## src/rtl/rambus_stream_reader_pkg.sv

```systemverilog
// Shared definitions for the rambus stream reader: FSM encoding and bus constants.
package rambus_stream_reader_pkg;

  typedef enum logic [2:0] {
    ST_IDLE  = 3'd0,
    ST_REQ   = 3'd1,
    ST_HOLD  = 3'd2,
    ST_DRAIN = 3'd3,
    ST_ERR   = 3'd4
  } state_t;

  localparam logic [3:0] SEL_ALL           = 4'hF;
  localparam int         WORD_BYTES        = 4;
  localparam int         RAMBUS_ADDR_WIDTH = 10;

endpackage

```

## src/rtl/rambus_stream_reader_fifo.sv

```systemverilog
// Synchronous prefetch FIFO with occupancy count and single-cycle flush.
module rambus_stream_reader_fifo #(
  parameter int WIDTH = 32,
  parameter int DEPTH = 4
) (
  input  logic                     clk_sys,
  input  logic                     rst_b,
  input  logic                     push,
  input  logic [WIDTH-1:0]         push_data,
  input  logic                     pop,
  input  logic                     flush,
  output logic [WIDTH-1:0]         pop_data,
  output logic                     empty,
  output logic [$clog2(DEPTH):0]   count
);

  localparam int AW = $clog2(DEPTH);

  logic [WIDTH-1:0] mem [DEPTH];
  logic [AW-1:0]    wr_ptr;
  logic [AW-1:0]    rd_ptr;
  logic             full;
  logic             do_push;
  logic             do_pop;

  assign empty    = (count == '0);
  assign full     = (count == (AW+1)'(DEPTH));
  assign do_pop   = pop && !empty;
  // A pop in the same cycle frees the slot a push into a full FIFO needs
  assign do_push  = push && (!full || do_pop);
  assign pop_data = mem[rd_ptr];

  always_ff @(posedge clk_sys or negedge rst_b) begin
    if (!rst_b) begin
      wr_ptr <= '0;
      rd_ptr <= '0;
      count  <= '0;
      for (int i = 0; i < DEPTH; i++) mem[i] <= '0;
    end else if (flush) begin
      wr_ptr <= '0;
      rd_ptr <= '0;
      count  <= '0;
    end else begin
      if (do_push) begin
        mem[wr_ptr] <= push_data;
        wr_ptr      <= wr_ptr + AW'(1);
      end
      if (do_pop) rd_ptr <= rd_ptr + AW'(1);
      count <= count + (AW+1)'(do_push) - (AW+1)'(do_pop);
    end
  end

endmodule

```

## src/rtl/rambus_stream_reader.sv

```systemverilog
// Read-only Wishbone master that cycles a word range of the rambus SRAM into a sample stream.
//  state    | meaning
//  ST_IDLE  | bus idle, waiting for enable
//  ST_REQ   | issuing reads; cyc low for one gap cycle after each ack
//  ST_HOLD  | FIFO full, bus idle until a pop frees an entry
//  ST_DRAIN | flush FIFO, return to idle
//  ST_ERR   | ack timeout seen, bus idle until enable drops
module rambus_stream_reader
  import rambus_stream_reader_pkg::*;
#(
  parameter int ADDR_WIDTH     = RAMBUS_ADDR_WIDTH,
  parameter int FIFO_DEPTH     = 4,
  parameter int TIMEOUT_CYCLES = 255
) (
  input  logic                  wb_clk_i,
  input  logic                  wb_rst_n_i,
  input  logic                  cfg_enable_i,
  input  logic [ADDR_WIDTH-1:0] cfg_start_addr_i,
  input  logic [ADDR_WIDTH-1:0] cfg_end_addr_i,
  output logic                  rambus_wb_clk_o,
  output logic                  rambus_wb_rst_o,
  output logic                  rambus_wb_cyc_o,
  output logic                  rambus_wb_stb_o,
  output logic                  rambus_wb_we_o,
  output logic [3:0]            rambus_wb_sel_o,
  output logic [ADDR_WIDTH-1:0] rambus_wb_adr_o,
  output logic [31:0]           rambus_wb_dat_o,
  input  logic                  rambus_wb_ack_i,
  input  logic [31:0]           rambus_wb_dat_i,
  output logic [31:0]           sample_data_o,
  output logic                  sample_valid_o,
  input  logic                  sample_ready_i,
  output logic                  wrap_o,
  output logic                  busy_o,
  output logic                  timeout_err_o
);

  localparam int WAW = ADDR_WIDTH - 2;
  localparam int CW  = $clog2(FIFO_DEPTH) + 1;
  localparam logic [7:0] TMO_LOAD = 8'(TIMEOUT_CYCLES);

  state_t          state;
  logic [WAW-1:0]  addr;
  logic [WAW-1:0]  start_w;
  logic [WAW-1:0]  end_w;
  logic [WAW-1:0]  cfg_start_w;
  logic [WAW-1:0]  cfg_end_w;
  logic [7:0]      wait_cnt;
  logic            cyc;
  logic            discard;
  logic            wrap_q;
  logic            timeout_err_q;
  logic [CW-1:0]   fifo_count;
  logic [CW-1:0]   fill_after;
  logic            fifo_empty;
  logic            fifo_flush;
  logic            pop_fire;
  logic            ack_fire;
  logic            push;
  logic            unused_cfg_lsbs;

  assign cfg_start_w     = cfg_start_addr_i[ADDR_WIDTH-1:2];
  assign cfg_end_w       = cfg_end_addr_i[ADDR_WIDTH-1:2];
  assign unused_cfg_lsbs = ^{cfg_start_addr_i[1:0], cfg_end_addr_i[1:0]};

  assign ack_fire       = cyc && rambus_wb_ack_i;
  // Data of a read whose enable dropped while it was in flight is thrown away
  assign push           = ack_fire && cfg_enable_i && !discard;
  assign fifo_flush     = (state == ST_DRAIN);
  assign sample_valid_o = !fifo_empty && (state != ST_DRAIN);
  assign pop_fire       = sample_valid_o && sample_ready_i;
  assign fill_after     = fifo_count + CW'(1) - CW'(pop_fire);

  rambus_stream_reader_fifo #(
    .WIDTH (32),
    .DEPTH (FIFO_DEPTH)
  ) u_fifo (
    .clk_sys   (wb_clk_i),
    .rst_b     (wb_rst_n_i),
    .push      (push),
    .push_data (rambus_wb_dat_i),
    .pop       (pop_fire),
    .flush     (fifo_flush),
    .pop_data  (sample_data_o),
    .empty     (fifo_empty),
    .count     (fifo_count)
  );

  always_ff @(posedge wb_clk_i or negedge wb_rst_n_i) begin
    if (!wb_rst_n_i) begin
      state         <= ST_IDLE;
      addr          <= '0;
      start_w       <= '0;
      end_w         <= '0;
      wait_cnt      <= '0;
      cyc           <= 1'b0;
      discard       <= 1'b0;
      wrap_q        <= 1'b0;
      timeout_err_q <= 1'b0;
    end else begin
      wrap_q <= 1'b0;
      case (state)
        ST_IDLE: begin
          if (cfg_enable_i) begin
            start_w       <= cfg_start_w;
            end_w         <= (cfg_end_w < cfg_start_w) ? cfg_start_w : cfg_end_w;
            addr          <= cfg_start_w;
            timeout_err_q <= 1'b0;
            discard       <= 1'b0;
            cyc           <= 1'b1;
            wait_cnt      <= TMO_LOAD;
            state         <= ST_REQ;
          end
        end
        ST_REQ: begin
          if (cyc) begin
            if (!cfg_enable_i) discard <= 1'b1;
            if (ack_fire) begin
              cyc <= 1'b0;
              if (push) begin
                addr   <= (addr == end_w) ? start_w : addr + WAW'(1);
                wrap_q <= (addr == end_w);
                if (fill_after == CW'(FIFO_DEPTH)) state <= ST_HOLD;
              end else begin
                state <= ST_DRAIN;
              end
            end else if (wait_cnt == 8'd0) begin
              cyc           <= 1'b0;
              timeout_err_q <= 1'b1;
              state         <= ST_ERR;
            end else begin
              wait_cnt <= wait_cnt - 8'd1;
            end
          end else if (!cfg_enable_i) begin
            state <= ST_DRAIN;
          end else begin
            cyc      <= 1'b1;
            wait_cnt <= TMO_LOAD;
          end
        end
        ST_HOLD: begin
          if (!cfg_enable_i) begin
            state <= ST_DRAIN;
          end else if (pop_fire || fifo_count != CW'(FIFO_DEPTH)) begin
            cyc      <= 1'b1;
            wait_cnt <= TMO_LOAD;
            state    <= ST_REQ;
          end
        end
        ST_DRAIN: state <= ST_IDLE;
        ST_ERR:   if (!cfg_enable_i) state <= ST_DRAIN;
        default:  state <= ST_IDLE;
      endcase
    end
  end

  assign rambus_wb_clk_o = wb_clk_i;
  assign rambus_wb_rst_o = ~wb_rst_n_i;
  assign rambus_wb_cyc_o = cyc;
  assign rambus_wb_stb_o = cyc;
  assign rambus_wb_we_o  = 1'b0;
  assign rambus_wb_sel_o = SEL_ALL;
  assign rambus_wb_adr_o = {addr, 2'b00};
  assign rambus_wb_dat_o = 32'h0;
  assign wrap_o          = wrap_q;
  assign busy_o          = (state != ST_IDLE);
  assign timeout_err_o   = timeout_err_q;

endmodule

```

## config.mk

```make
export PLATFORM = sky130hd
export DESIGN_NAME = rambus_stream_reader
export DESIGN_NICKNAME = d
export VERILOG_FILES = /design/src/rtl/rambus_stream_reader_pkg.sv /design/src/rtl/rambus_stream_reader_fifo.sv /design/src/rtl/rambus_stream_reader.sv
export SDC_FILE = /design/constraint.sdc
export NUM_CORES = 1
export LEC_CHECK = 0
export CAP_MARGIN = 25
export CORE_AREA = 3 3 128 130
export CTS_BUF_LIST = sky130_fd_sc_hd__clkbuf_8
export CTS_CLUSTER_DIAMETER = 80
export DETAILED_ROUTE_END_ITERATION = 8
export DIE_AREA = 0 0 131 133
export HOLD_SLACK_MARGIN = 0.06
export PLACE_DENSITY_LB_ADDON = 0.3
export SYNTH_ARGS = -nofsm -noshare
export SYNTH_HDL_FRONTEND = slang
export SYNTH_SLANG_ARGS = --single-unit
```

## constraint.sdc

```tcl
create_clock -name wb_clk_i -period 3.9 [get_ports wb_clk_i]
set_clock_uncertainty 0.2 [all_clocks]
set_input_delay 0.78 -clock wb_clk_i [delete_from_list [all_inputs] [get_ports wb_clk_i]]
set_output_delay 0.78 -clock wb_clk_i [all_outputs]
set_load 0.02 [all_outputs]
```

==> flow_metrics.env <==
export IMPL_status="complete, no violations"
export IMPL_synthCells=683
export IMPL_drc=0
export IMPL_tightest_slew_ns=0.902
export IMPL_ys_warn_count=0
export IMPL_holdPathStages=1
export IMPL_drt_initial_drc_count=274
export IMPL_avgSynthCellArea_um2=13.6
export IMPL_power_density_nw_per_um2=822
export IMPL_whs_ns=0.283
export IMPL_cpMostUsedCell="clkbuf_8"
export IMPL_reg2reg_depth=12
export IMPL_drive_above_1_share_pct=27.7
export IMPL_cp_slowest_stage_delay_ns=0.52
export IMPL_yosysTopAreaCell="dfrtp_1"
export IMPL_power_leakage_nw=5.26
export IMPL_antenna_found_initial=0
export IMPL_grt_max_degree=76
export IMPL_synthXorXnorAreaFrac_pct=1.89
export IMPL_hp_class="register to register"
export IMPL_worstPathArrival_ns=2.70
export IMPL_synth_fa_ha_area_share_pct=2.51
export IMPL_finalPower_w=0.00889
export IMPL_setup_violations=0
export IMPL_setup_tns_ns=0
export IMPL_synth_compound_area_share_pct=5.30
export IMPL_synth_area_um2=9280
export IMPL_viasPerCell=5.60
export IMPL_cts_clk_slew_worst_paths_ns=0.08
export IMPL_dr_pass1_iters=6
export IMPL_synth_distinct_cells=57
export IMPL_seqPwrFrac_pct=37.0
export IMPL_dpl_worst_slack_ns=0.437
export IMPL_synth_mux_area_share_pct=29.8
export IMPL_start_kind="clock port"
export IMPL_critPathKind="clock port to primary output"
export IMPL_synth_top_cell_area_share_pct=46.9
export IMPL_drv_cap=0
export IMPL_ir_drop_mv=0.540
export IMPL_yosysSeqAreaShare_pct=46.9
export IMPL_post_cts_buffers=0
export IMPL_slew_violations=0
export IMPL_drt_wl_total_mm=19.0
export IMPL_yosys_top_cells_area="dfrtp_1 47%, mux2_4 19%, mux4_2 7.8%, buf_4 3.4%, ha_1 2.3%"
export IMPL_final_common_cell="dfrtp_1"
export IMPL_dieArea_um2=17400
export IMPL_first_global_vias=5935
export IMPL_die_h_um=133
export IMPL_whs_endpoint="wait_cnt[7]"
export IMPL_grt_pass1_wl_mm=31.2
export IMPL_io_buffers=100
export IMPL_r2r_end="u_fifo.count[2]"
export IMPL_ys_ff_latch=174
export IMPL_io_pins=144
export IMPL_setup_slack_ns=0.221
export IMPL_routedWlPerCell_um=18.8
export IMPL_track_usage_pct=23.1
export IMPL_die_width_um=131
export IMPL_routabilityCongestion=0.853
export IMPL_cp_required_ns=2.92
export IMPL_placeableCoreArea_um2=15300
export IMPL_async_flop_share_pct=100
export IMPL_p_comb_share_pct=46.0
export IMPL_synth_top_family_by_area="multiplexers"
export IMPL_cp_max_fo=2
export IMPL_rows=45
export IMPL_cts_resized=0
export IMPL_synth_edff_count=0
export IMPL_fillCellCount=1016
export IMPL_worstSkewPairLatency_ns=0.57
export IMPL_r2r_start="state[2]"
export IMPL_grt_ovfl_total=0
export IMPL_rsz0062_at_grt="no"
export IMPL_dr_total_vias=5650
export IMPL_reg2reg_slack_ns=0.86
export IMPL_clkPwrFrac_pct=17.0
export IMPL_path_cells="clkbuf_8 > clkbuf_8 > clkdlybuf4s50_1"
export IMPL_holdBufCountCts=1
export IMPL_antenna_cells=0
export IMPL_min_delay_start="wait_cnt[7]"
export IMPL_hpwl_mm=12.8
export IMPL_ys_flop_type="dfrtp_1"
export IMPL_cp_end_kind="primary output"
export IMPL_area_growth_pct=16.6
export IMPL_relSlewSlack_pct=39.9
export IMPL_switching_share_pct=34.8
export IMPL_cpMaxStageDelayCell="clkdlybuf4s50_1"
export IMPL_finalHoldViolations=0
export IMPL_synth_simple_area_share_pct=6.72
export IMPL_p_int_w=0.00580
export IMPL_final_cell_mix="172 x dfrtp_1, 118 x mux2_4, 99 x clkdlybuf4s50_1"
export IMPL_start_util_pct=60.8
export IMPL_antenna_left=0
export IMPL_cts_tree="done"
export IMPL_nets=860
export IMPL_p_sw_w=0.00309
-- kinds of logic (layout without fill, tap and decap cells) --
family	Yosys count	in the layout
buffers and inverters	97	175
other	2	39
multiplexers	176	176
flip-flops	174	174
adder cells (fa/ha/maj)	18	18
XOR/XNOR	20	20
AND/OR/NAND/NOR	114	114
AO/OA/AOI/OAI	82	82
-- worst max path at each step --
stage,slack (ns),cells after the start,to,startpoint
final,0.22,3,rambus_wb_clk_o,wb_clk_i
after global routing,0.17,3,sample_data_o[12],u_fifo.rd_ptr[0]
after CTS,0.21,3,rambus_wb_clk_o,wb_clk_i
after detailed placement,0.44,9,u_fifo.count[2],rambus_wb_ack_i
after global placement,0.46,1,rambus_wb_clk_o,wb_clk_i
after floorplan,0.84,1,rambus_wb_clk_o,wb_clk_i
-- worst max-delay path, delay by kind of cell --
kind	cells	cell delay, ns
buffers and inverters	3	0.75
-- routing by layer --
layer	part of all wire [%]	GRT usage (%)
met5	0	0
met4	1.4	7.03
met3	5.0	6.18
met2	50	36.7
met1	43	31.1
-- Yosys cell counts (4+ instances only) --
cell and n:
dfrtp_1 174, mux2_4 118, buf_4 42, nor2_1 35
mux4_2 32, a21oi_1 27, inv_1 22, nand2_1 22
o21ai_0 22, ha_1 17, mux2i_1 16, clkbuf_1 14
buf_6 13, nand3_1 11, xor2_1 11, mux2_2 10
xnor2_1 9, nor3_1 7, o22ai_1 7, buf_2 5
nor4_1 5, a31oi_1 4, nand2_4 4, nor3b_1 4
o31ai_1 4
-- state kept, by name (all words and copies together) (netlist names), 2 cells and up --
name,cells
end_w,8
u_fifo.mem,128
u_fifo.rd_ptr,2
start_w,8
addr,8
wait_cnt,8
u_fifo.count,3
u_fifo.wr_ptr,2
state,3
-- metrics by stage --
| step | util, % | std cells | area (µm²) |
|---|---|---|---|
| after floorplan | - | 720 | 9410 |
| after global placement | 67.6 | 973 | 10300 |
| after detailed placement | 67.6 | 973 | 10300 |
| after CTS | 70.9 | 1009 | 10800 |
| after global routing | 70.9 | 1009 | 10800 |
| final | 70.9 | 1009 | 10800 |
-- layout make-up --
type	instances	area, µm²	share of cell area [%]
inverters	22	82.6	0.764
flip-flops and latches	174	4360	40.3
clock inverters	13	185	1.71
repair buffers	117	1180	10.9
well taps	211	264	2.44
multi-input cells	449	4430	41.0
clock buffers	23	313	2.89
-- power groups by stage --
stage | sequential (W) | combinational (W) | clock (W)
global placement | 0.00321 | 0.00400 | 0.0000344
CTS | 0.00328 | 0.00413 | 0.00155
detailed placement | 0.00329 | 0.00411 | 0.0000344
finish | 0.00329 | 0.00409 | 0.00151
global route | 0.00340 | 0.00440 | 0.00163
floorplan | 0.00307 | 0.00298 | 0.0000300
Power figures use the tool's default switching activity.
